**src/rtl/icache_pkg.sv**
```systemverilog
// icache_pkg: shared types and constants for the instruction-fetch cache.
//   fetch_state_t : fill FSM states (IDLE / FETCH)
//   line_t        : one cache line as seen on the array read port
//   IDX_W/TAG_W   : index/tag widths for the default 16-line, 32-bit build
//   TAG_MAX_W     : widest tag any legal build can need (2 lines). Stored
//                   tags are zero-extended to it so one line_t fits all sizes.
package icache_pkg;

  localparam int NUM_LINES_DEF = 16;
  localparam int ADDR_W_DEF    = 32;

  localparam int IDX_W     = $clog2(NUM_LINES_DEF);
  localparam int TAG_W     = ADDR_W_DEF - 2 - IDX_W;
  localparam int TAG_MAX_W = ADDR_W_DEF - 3;

  // Bubble encoding (addi x0,x0,0) used by the pipeline when it inserts its
  // own NOPs. This block outputs 0 while iready is low, not this value.
  localparam logic [31:0] NOP_INSTR = 32'h0000_0013;

  typedef enum logic [0:0] {
    IDLE  = 1'b0,
    FETCH = 1'b1
  } fetch_state_t;

  typedef struct packed {
    logic                 valid;
    logic [TAG_MAX_W-1:0] tag;
    logic [31:0]          data;
  } line_t;

endpackage

```
**src/rtl/icache_array.sv**
```systemverilog
// icache_array: direct-mapped line storage, one 32-bit word per line.
//   clk, nRST   : clock, asynchronous active-low reset (valid bits only)
//   rd_idx_i    : asynchronous read index
//   rd_line_o   : {valid, tag, data} of line rd_idx_i
//   we_i        : write line wr_idx_i with wr_tag_i / wr_data_i, set valid
//   flush_i     : clear every valid bit; beats a same-cycle write
module icache_array
  import icache_pkg::*;
#(
  parameter int NUM_LINES = 16,
  parameter int IW        = $clog2(NUM_LINES)
) (
  input  logic                 clk,
  input  logic                 nRST,
  input  logic [IW-1:0]        rd_idx_i,
  output line_t                rd_line_o,
  input  logic                 we_i,
  input  logic [IW-1:0]        wr_idx_i,
  input  logic [TAG_MAX_W-1:0] wr_tag_i,
  input  logic [31:0]          wr_data_i,
  input  logic                 flush_i
);

  logic [NUM_LINES-1:0] valid_q;
  logic [TAG_MAX_W-1:0] tag_q  [NUM_LINES];
  logic [31:0]          data_q [NUM_LINES];

  always_ff @(posedge clk or negedge nRST) begin
    if (!nRST) begin
      valid_q <= '0;
    end else if (flush_i) begin
      valid_q <= '0;
    end else if (we_i) begin
      valid_q[wr_idx_i] <= 1'b1;
    end
  end

  // Tag/data carry no reset; valid qualifies them.
  always_ff @(posedge clk) begin
    if (we_i && !flush_i) begin
      tag_q[wr_idx_i]  <= wr_tag_i;
      data_q[wr_idx_i] <= wr_data_i;
    end
  end

  always_comb begin
    rd_line_o       = '0;
    rd_line_o.valid = valid_q[rd_idx_i];
    rd_line_o.tag   = tag_q[rd_idx_i];
    rd_line_o.data  = data_q[rd_idx_i];
  end

endmodule

```
**src/rtl/icache_fetch.sv**
```systemverilog
// icache_fetch: instruction-side responder for the PC block with a small
// direct-mapped cache (one word per line) and a single-outstanding miss fill.
//   clk, nRST            : clock, asynchronous active-low reset
//   pc, fetch_en         : fetch address (bits [1:0] ignored) and request
//   flush                : invalidate all lines
//   instr, iready        : instruction word, valid only with iready (else 0)
//   mem_read, mem_addr   : bus read request / word-aligned address
//   mem_rdata, mem_ack   : bus read data and completion
//   hit_count, miss_count: saturating hit-cycle / serviced-miss counters
// Hits answer combinationally in the cycle pc is presented; a miss costs
// one detect cycle plus the bus FETCH cycles, then the line hits.
module icache_fetch
  import icache_pkg::*;
#(
  parameter int NUM_LINES = 16,
  parameter int ADDR_W    = 32
) (
  input  logic              clk,
  input  logic              nRST,
  input  logic [ADDR_W-1:0] pc,
  input  logic              fetch_en,
  input  logic              flush,
  output logic [31:0]       instr,
  output logic              iready,
  output logic              mem_read,
  output logic [ADDR_W-1:0] mem_addr,
  input  logic [31:0]       mem_rdata,
  input  logic              mem_ack,
  output logic [31:0]       hit_count,
  output logic [31:0]       miss_count
);

  localparam int IW = $clog2(NUM_LINES);

  fetch_state_t      state_q, state_d;
  logic [ADDR_W-3:0] miss_addr_q, miss_addr_d;   // word address of the miss
  logic              flushed_q, flushed_d;       // flush seen while FETCH
  logic [31:0]       hit_cnt_q, miss_cnt_q;

  line_t                rd_line;
  logic [TAG_MAX_W-1:0] pc_tag;
  logic                 hit;
  logic                 fill_we;

  // pc[1:0] never selects anything in a word-granular cache.
  logic unused_pc_lsb;
  assign unused_pc_lsb = ^pc[1:0];

  assign pc_tag = TAG_MAX_W'(pc[ADDR_W-1:2+IW]);

  icache_array #(
    .NUM_LINES (NUM_LINES)
  ) u_array (
    .clk       (clk),
    .nRST      (nRST),
    .rd_idx_i  (pc[2+IW-1:2]),
    .rd_line_o (rd_line),
    .we_i      (fill_we),
    .wr_idx_i  (miss_addr_q[IW-1:0]),
    .wr_tag_i  (TAG_MAX_W'(miss_addr_q[ADDR_W-3:IW])),
    .wr_data_i (mem_rdata),
    .flush_i   (flush)
  );

  assign hit = (state_q == IDLE) && fetch_en && rd_line.valid &&
               (rd_line.tag == pc_tag) && !flush;

  assign iready   = hit;
  assign instr    = hit ? rd_line.data : '0;
  assign mem_read = (state_q == FETCH);
  assign mem_addr = mem_read ? {miss_addr_q, 2'b00} : '0;

  assign hit_count  = hit_cnt_q;
  assign miss_count = miss_cnt_q;

  always_comb begin
    state_d     = state_q;
    miss_addr_d = miss_addr_q;
    flushed_d   = flushed_q;
    fill_we     = 1'b0;
    unique case (state_q)
      IDLE: begin
        flushed_d = 1'b0;
        if (fetch_en && !hit && !flush) begin
          state_d     = FETCH;
          miss_addr_d = pc[ADDR_W-1:2];
        end
      end
      FETCH: begin
        // The bus read is never abandoned; a flush only poisons its data.
        if (flush) flushed_d = 1'b1;
        if (mem_ack) begin
          fill_we   = !flushed_q;   // same-cycle flush is blocked in the array
          flushed_d = 1'b0;
          state_d   = IDLE;
        end
      end
      default: state_d = IDLE;
    endcase
  end

  always_ff @(posedge clk or negedge nRST) begin
    if (!nRST) begin
      state_q     <= IDLE;
      miss_addr_q <= '0;
      flushed_q   <= 1'b0;
    end else begin
      state_q     <= state_d;
      miss_addr_q <= miss_addr_d;
      flushed_q   <= flushed_d;
    end
  end

  always_ff @(posedge clk or negedge nRST) begin
    if (!nRST) begin
      hit_cnt_q  <= '0;
      miss_cnt_q <= '0;
    end else begin
      if (hit && (hit_cnt_q != '1)) hit_cnt_q <= hit_cnt_q + 32'd1;
      if ((state_q == FETCH) && mem_ack && (miss_cnt_q != '1))
        miss_cnt_q <= miss_cnt_q + 32'd1;
    end
  end

endmodule

```
**config.mk**
```make
export PLATFORM = sky130hd
export DESIGN_NAME = icache_fetch
export DESIGN_NICKNAME = d
export VERILOG_FILES = /design/src/rtl/icache_pkg.sv /design/src/rtl/icache_array.sv /design/src/rtl/icache_fetch.sv
export SDC_FILE = /design/constraint.sdc
export NUM_CORES = 1
export LEC_CHECK = 0
export CORE_ASPECT_RATIO = 1.75
export CORE_UTILIZATION = 60
export DETAILED_ROUTE_END_ITERATION = 10
export MAX_ROUTING_LAYER = met4
export PLACE_DENSITY_LB_ADDON = 0.2
export SLEW_MARGIN = 0
export SYNTH_ARGS = -nofsm -noshare
export SYNTH_HDL_FRONTEND = slang
export SYNTH_SLANG_ARGS = --single-unit
```
**constraint.sdc**
```tcl
create_clock -name clk -period 5.8 [get_ports clk]
set_input_delay 1.16 -clock clk [delete_from_list [all_inputs] [get_ports clk]]
set_output_delay 1.16 -clock clk [all_outputs]
set_load 0.05 [all_outputs]
```
* Word level (Yosys, flattened, before mapping)
Memory sizes are Yosys's and may differ from the RTL's.
Index checks and enable logic that the tools add are counted.
** Cells by class
- $add $sub $neg :: 2
- Bitwise logic cells :: 2
- Magnitude comparators :: 3
- Muxes and demuxes :: 18
- Reduce and logical (&&, ||, !) cells :: 16
- Equality and inequality tests :: 4
** Operator list (count)
- $add 32x1->32 const B :: 2
- $mux 32 :: 2
- $ne 32x32->1 const B :: 2
- $mux 16 :: 2
- $eq 29x26->1 :: 1
- $or 16x16->16 :: 1
- $logic_and 1x1->1 :: 11
- $lt 4x5->1 const B :: 2
- $mux 1 :: 10
- $bmux 1 s4 :: 1
- $demux 1 s4 :: 1
- $ge 4x1->1 const B :: 1
- $pmux 1 s2 :: 2
- $logic_not 1->1 :: 3
- $ne 3x3->1 const B :: 1
- $reduce_and 2->1 :: 1
- $reduce_bool 2->1 :: 1
- $not 1->1 :: 1
** Word-level totals
- Input bits :: 69
- Bits in registers :: 112
- Memories kept :: 2
- Output and inout port bits :: 130
- Logic and storage cells :: 53
- Bits in writable memories :: 928
** Memory list
- u_array.data_q :: words 16, bits a word 32, read ports 1, clocked after memory_dff 0, write ports 1, RTL line icache_array.sv:26 : logic [31:0] data_q [NUM_LINES];
- u_array.tag_q :: words 16, bits a word 26, read ports 1, clocked after memory_dff 0, write ports 1, RTL line icache_array.sv:25 : logic [TAG_MAX_W-1:0] tag_q [NUM_LINES];

* Logic depth before layout (Yosys ltp)
- Word-level depth :: 10
- Mapped depth :: 15
- Gate-level depth less buffers :: 9

* Cells and area by module
A second synthesis with hierarchy kept.
** Unflattened totals
- Cells, all modules :: 2029
- Area, all modules :: 42284.3 um^2
** Modules (own cells, without submodules)
- icache_array :: instances 1, cells an instance 1557, area each 37163.1 um^2
- icache_fetch :: instances 1, cells an instance 472, area each 5121.2 um^2

* Least setup slack after synthesis
OpenSTA, ideal clock, no wires.
- Kind :: input to output
- Start :: in pc[2]
- End :: out instr[12]
- Slack :: -0.033 ns
- Cell stages on the path :: 14
- Arrival time :: 4.673 ns
- Buffers on the path :: 6
- Path through :: buf_4 -> buf_6 -> buf_2 -> mux4_2 -> o22ai_1 -> a21oi_1 -> xor2_1 -> nor4_1 -> nand4_1 -> or4_1 -> buf_6 -> buf_6 -> clkbuf_1 -> nor2b_1
** On the way
- Word-level cells in the longest chain between the ends :: 6
- Elaborated cells on any way between the ends :: 9
- Those cells by class :: 1 x eq/ne; 3 x mux; 3 x reduce/logical; 2 x memory
** RTL lines
- start, declared :: RTL line icache_fetch.sv:20 : input logic [ADDR_W-1:0] pc,
- branches (longest 5 deep; another with $mem_v2 16x26)
- $mux 32 * :: RTL line icache_fetch.sv:69 : assign instr = hit ? rd_line.data : '0;
- end, declared :: RTL line icache_fetch.sv:23 : output logic [31:0] instr,
Every way passes the cells marked *. The select of a mux whose other input is x is not followed.

* Worst setup path in the final report
- Start :: in pc[2]
- End :: out instr[22]
Same word-level chain as after synthesis.

==> impl_metrics.ini <==
[layout]
drive_gt1_share_pct = 25.8
area_delta_synth_final_pct = 17.2
stdcell_area_um2 = 48000
nNetsFinal = 2343
multi_input_area_um2 = 9870
fin_cells = 3239
seq_area_um2 = 30700
post-route-util_pct = 71.1
fillers = 4074

[timing]
relSlewSlack_pct = 26.7
finalSetupViolations = 0
worst_pin_slew_ns = 1.10
clock_skew_ns = 0.0267
hold_viol_final = 0
finalMaxSlewViolations = 0
fin_crit_sh_pct = 98.7
min_period_ns = 5.72
rsz0062_at_grt = yes
max_freq_mhz = 175

[power_and_ir_drop]
internal_power_w = 0.0123
clkPwrFrac_pct = 38.0
netSwitchingPower_w = 0.00350
ir_drop_mv = 0.245
p_leak_nw = 16.0
p_sw_share_pct = 22.2
p_comb_share_pct = 6.9
p_per_area_nw_per_um2 = 328
power_frac_seq_pct = 55.0
power_w = 0.0157

[clock_network]
clk_pin_slew_ns = 0.07
cts_buffers = 89
clock_latency_ns = 0.67
cts_tree = yes
cts.path.max_buffers = 3
htreeDepth = 3
post_cts_buffers = 0
hold_buffers = 0
root_buffer = clkbuf_16
cts_sinks = 1040

[hold_path]
hp-class = reg -> reg

[routing]
drc = 0
ant_nets = 0
route.met3.wl_um = 6210
wl_met1_um = 35500
dr.max_layer_used = met4
vias = 20773
first_iter_violations = 1780
viasPerCell = 6.41
first_pass_iters = 5
wirelength_um = 94200
wire_per_inst_um = 29.1
met2_length_um = 49500

[grt]
grt_usage_pct = 29.2
antenna_found_initial = 1
grt_first_pass_wirelength_um = 140000
grt_max_degree = 63
grt_overflow = 0
grt_pass1_vias = 21701

[setup_path]
cp.required_ns = 4.64
max_stage_delay_ns = 0.61
path_cells = buf_8, buf_4, buf_12, buf_12, mux4_2, mux2i_1, mux2i_1, xnor2_1, o21a_1, nand4_1, or4_4, buf_12, nor2b_1, buf_12
endpoint_kind = output pin
crit_path_start_kind = primary input
critPathKind = in -> out
crit_slowest_cell = or4_4
cp_max_fo = 22
arrival_ns = 4.56
critPathMostFrequentCell = buf_12

[floorplanning]
die_h_um = 348
rows = 126
fp.coreArea_um2 = 67500
dieArea_um2 = 69300
die_w_um = 199
initial_core_util_pct = 60.7
io_pins = 199

[place]
port_buffers = 194
dpl-instance-area_um2 = 45000
dp_cells = 3077
gp_congestion = 0.803
hpwl_um = 52600

[outcome]
status = completed

[synth]
synthArstFlopShare_pct = 10.8
yosys_warnings = 0
ys_ff_latch = 1040
synth_ff_type = edfxtp_1
yosysSeqAreaShare_pct = 74.9
yosys-top-cells-count = edfxtp_1 (928), mux4_2 (251), dfrtp_1 (112)
synth_cells = 1978
yosys.area.top_type = edfxtp_1
synth.most_common_cell = edfxtp_1
synthDistinctLibCells = 55
yosysTopAreaCellShare_pct = 68.0
netlist_top_cells_area = edfxtp_1 (68%), mux4_2 (14%), dfrtp_1 (6.8%)
syn_avg_cell_area_um2 = 20.7
synth_area_um2 = 41000
synth_edf_count = 928

[run]
drv_cap = 0
-- power groups by stage --
stage,clock network (W),registers [W],logic [W]
final,0.00599,0.00867,0.00109
after global routing,0.00633,0.00869,0.00116
after CTS,0.00606,0.00866,0.00110
after detailed placement,0,0.00883,0.00109
after global placement,0,0.00879,0.00107
after floorplan,0,0.00880,0.000606
-- stage by stage --
| stage | hold WS, ns | worst slack [ns] | TNS (ns) |
|---|---|---|---|
| 2_1_floorplan | 0.499 | -0.0333 | -0.333 |
| 3_3_place_gp | 0.470 | -0.0825 | -1.70 |
| 3_5_place_dp | 0.478 | -0.183 | -4.66 |
| 4_1_cts | 0.487 | 0.0365 | 0 |
| 5_1_grt | 0.507 | -0.0163 | -0.0733 |
| 6_report | 0.485 | 0.0764 | 0 |
-- cells by family after synthesis --
group / Yosys count / share of synthesized area [%]
compound gates: 90 / 1.57
xor+xnor: 82 / 1.75
fa+ha+maj: 2 / 0.0611
buf+inv: 120 / 1.47
flops: 1040 / 74.9
mux: 351 / 16.4
other cells: 1 / 0.00916
simple gates: 292 / 3.89
-- per-layer routing --
metal  track usage (%)  up-vias
met3              4.15      180
met2              48.4      950
li1                  -     8653
met5                 -        -
met1              36.9    10990
met4              10.8        0
-- placed cells by master, fill, tap and decap left out, drive strengths merged, types with 27 or more instances in the layout --
master and count:
and2 37, buf 143, clkbuf 115, clkdlybuf4s50 156
clkinv 29, dfrtp 112, edfxtp 928, inv 27
mux2 37, mux2i 63, mux4 251, nand2 51
nor2 43, nor2b 35, xor2 57
-- layout make-up --
| cell class | count | area share [%] |
|---|---|---|
| Antenna cell | 1 | 0.00521 |
| Clock buffer | 115 | 5.01 |
| Clock inverter | 46 | 1.05 |
| Inverter | 23 | 0.182 |
| Multi-Input combinational cell | 819 | 20.6 |
| Sequential cell | 1040 | 63.9 |
| Tap cell | 896 | 2.34 |
| Timing Repair Buffer | 299 | 6.96 |
-- registers in the layout (all words and copies together) (netlist names) --
register,flops
flushed_q,1
u_array.tag_q,416
mem_read,1
miss_addr_q,30
hit_count,32
u_array.valid_q,16
u_array.data_q,512
miss_count,32
-- path summary, 6_finish.rpt --
kind                                                      from  depth (start not counted)  slack [ns]                    endpoint
worst min-delay path                miss_count[31]$_DFFE_PN0P_                          1        0.48  miss_count[31]$_DFFE_PN0P_
worst max register to register  u_array.tag_q[7][16]$_DFFE_PP_                         11        1.70   hit_count[31]$_DFFE_PN0P_
max in group asynchronous                                 nRST                          2        4.11   hit_count[30]$_DFFE_PN0P_
worst min register to register      miss_count[31]$_DFFE_PN0P_                          1        0.48  miss_count[31]$_DFFE_PN0P_
min in group asynchronous                                 nRST                          1        0.54  miss_count[31]$_DFFE_PN0P_
worst max-delay path                                     pc[2]                         14        0.08                   instr[22]
-- what timing repair did --
action	in CTS	in global routing
resized for setup	4	19
pin swaps	1	1
setup endpoints to repair	32	32
endpoints found under the hold margin	0	0
-- worst max-delay path: cells and delay by family --
family	cells	cell delay, ns
and+or+nand+nor	3	1.04
buffers and inverters	6	1.02
muxes	3	0.79
AOI/OAI and AO/OA	1	0.25
xor gates and xnor gates	1	0.22
(Power assumes the default switching activity.)
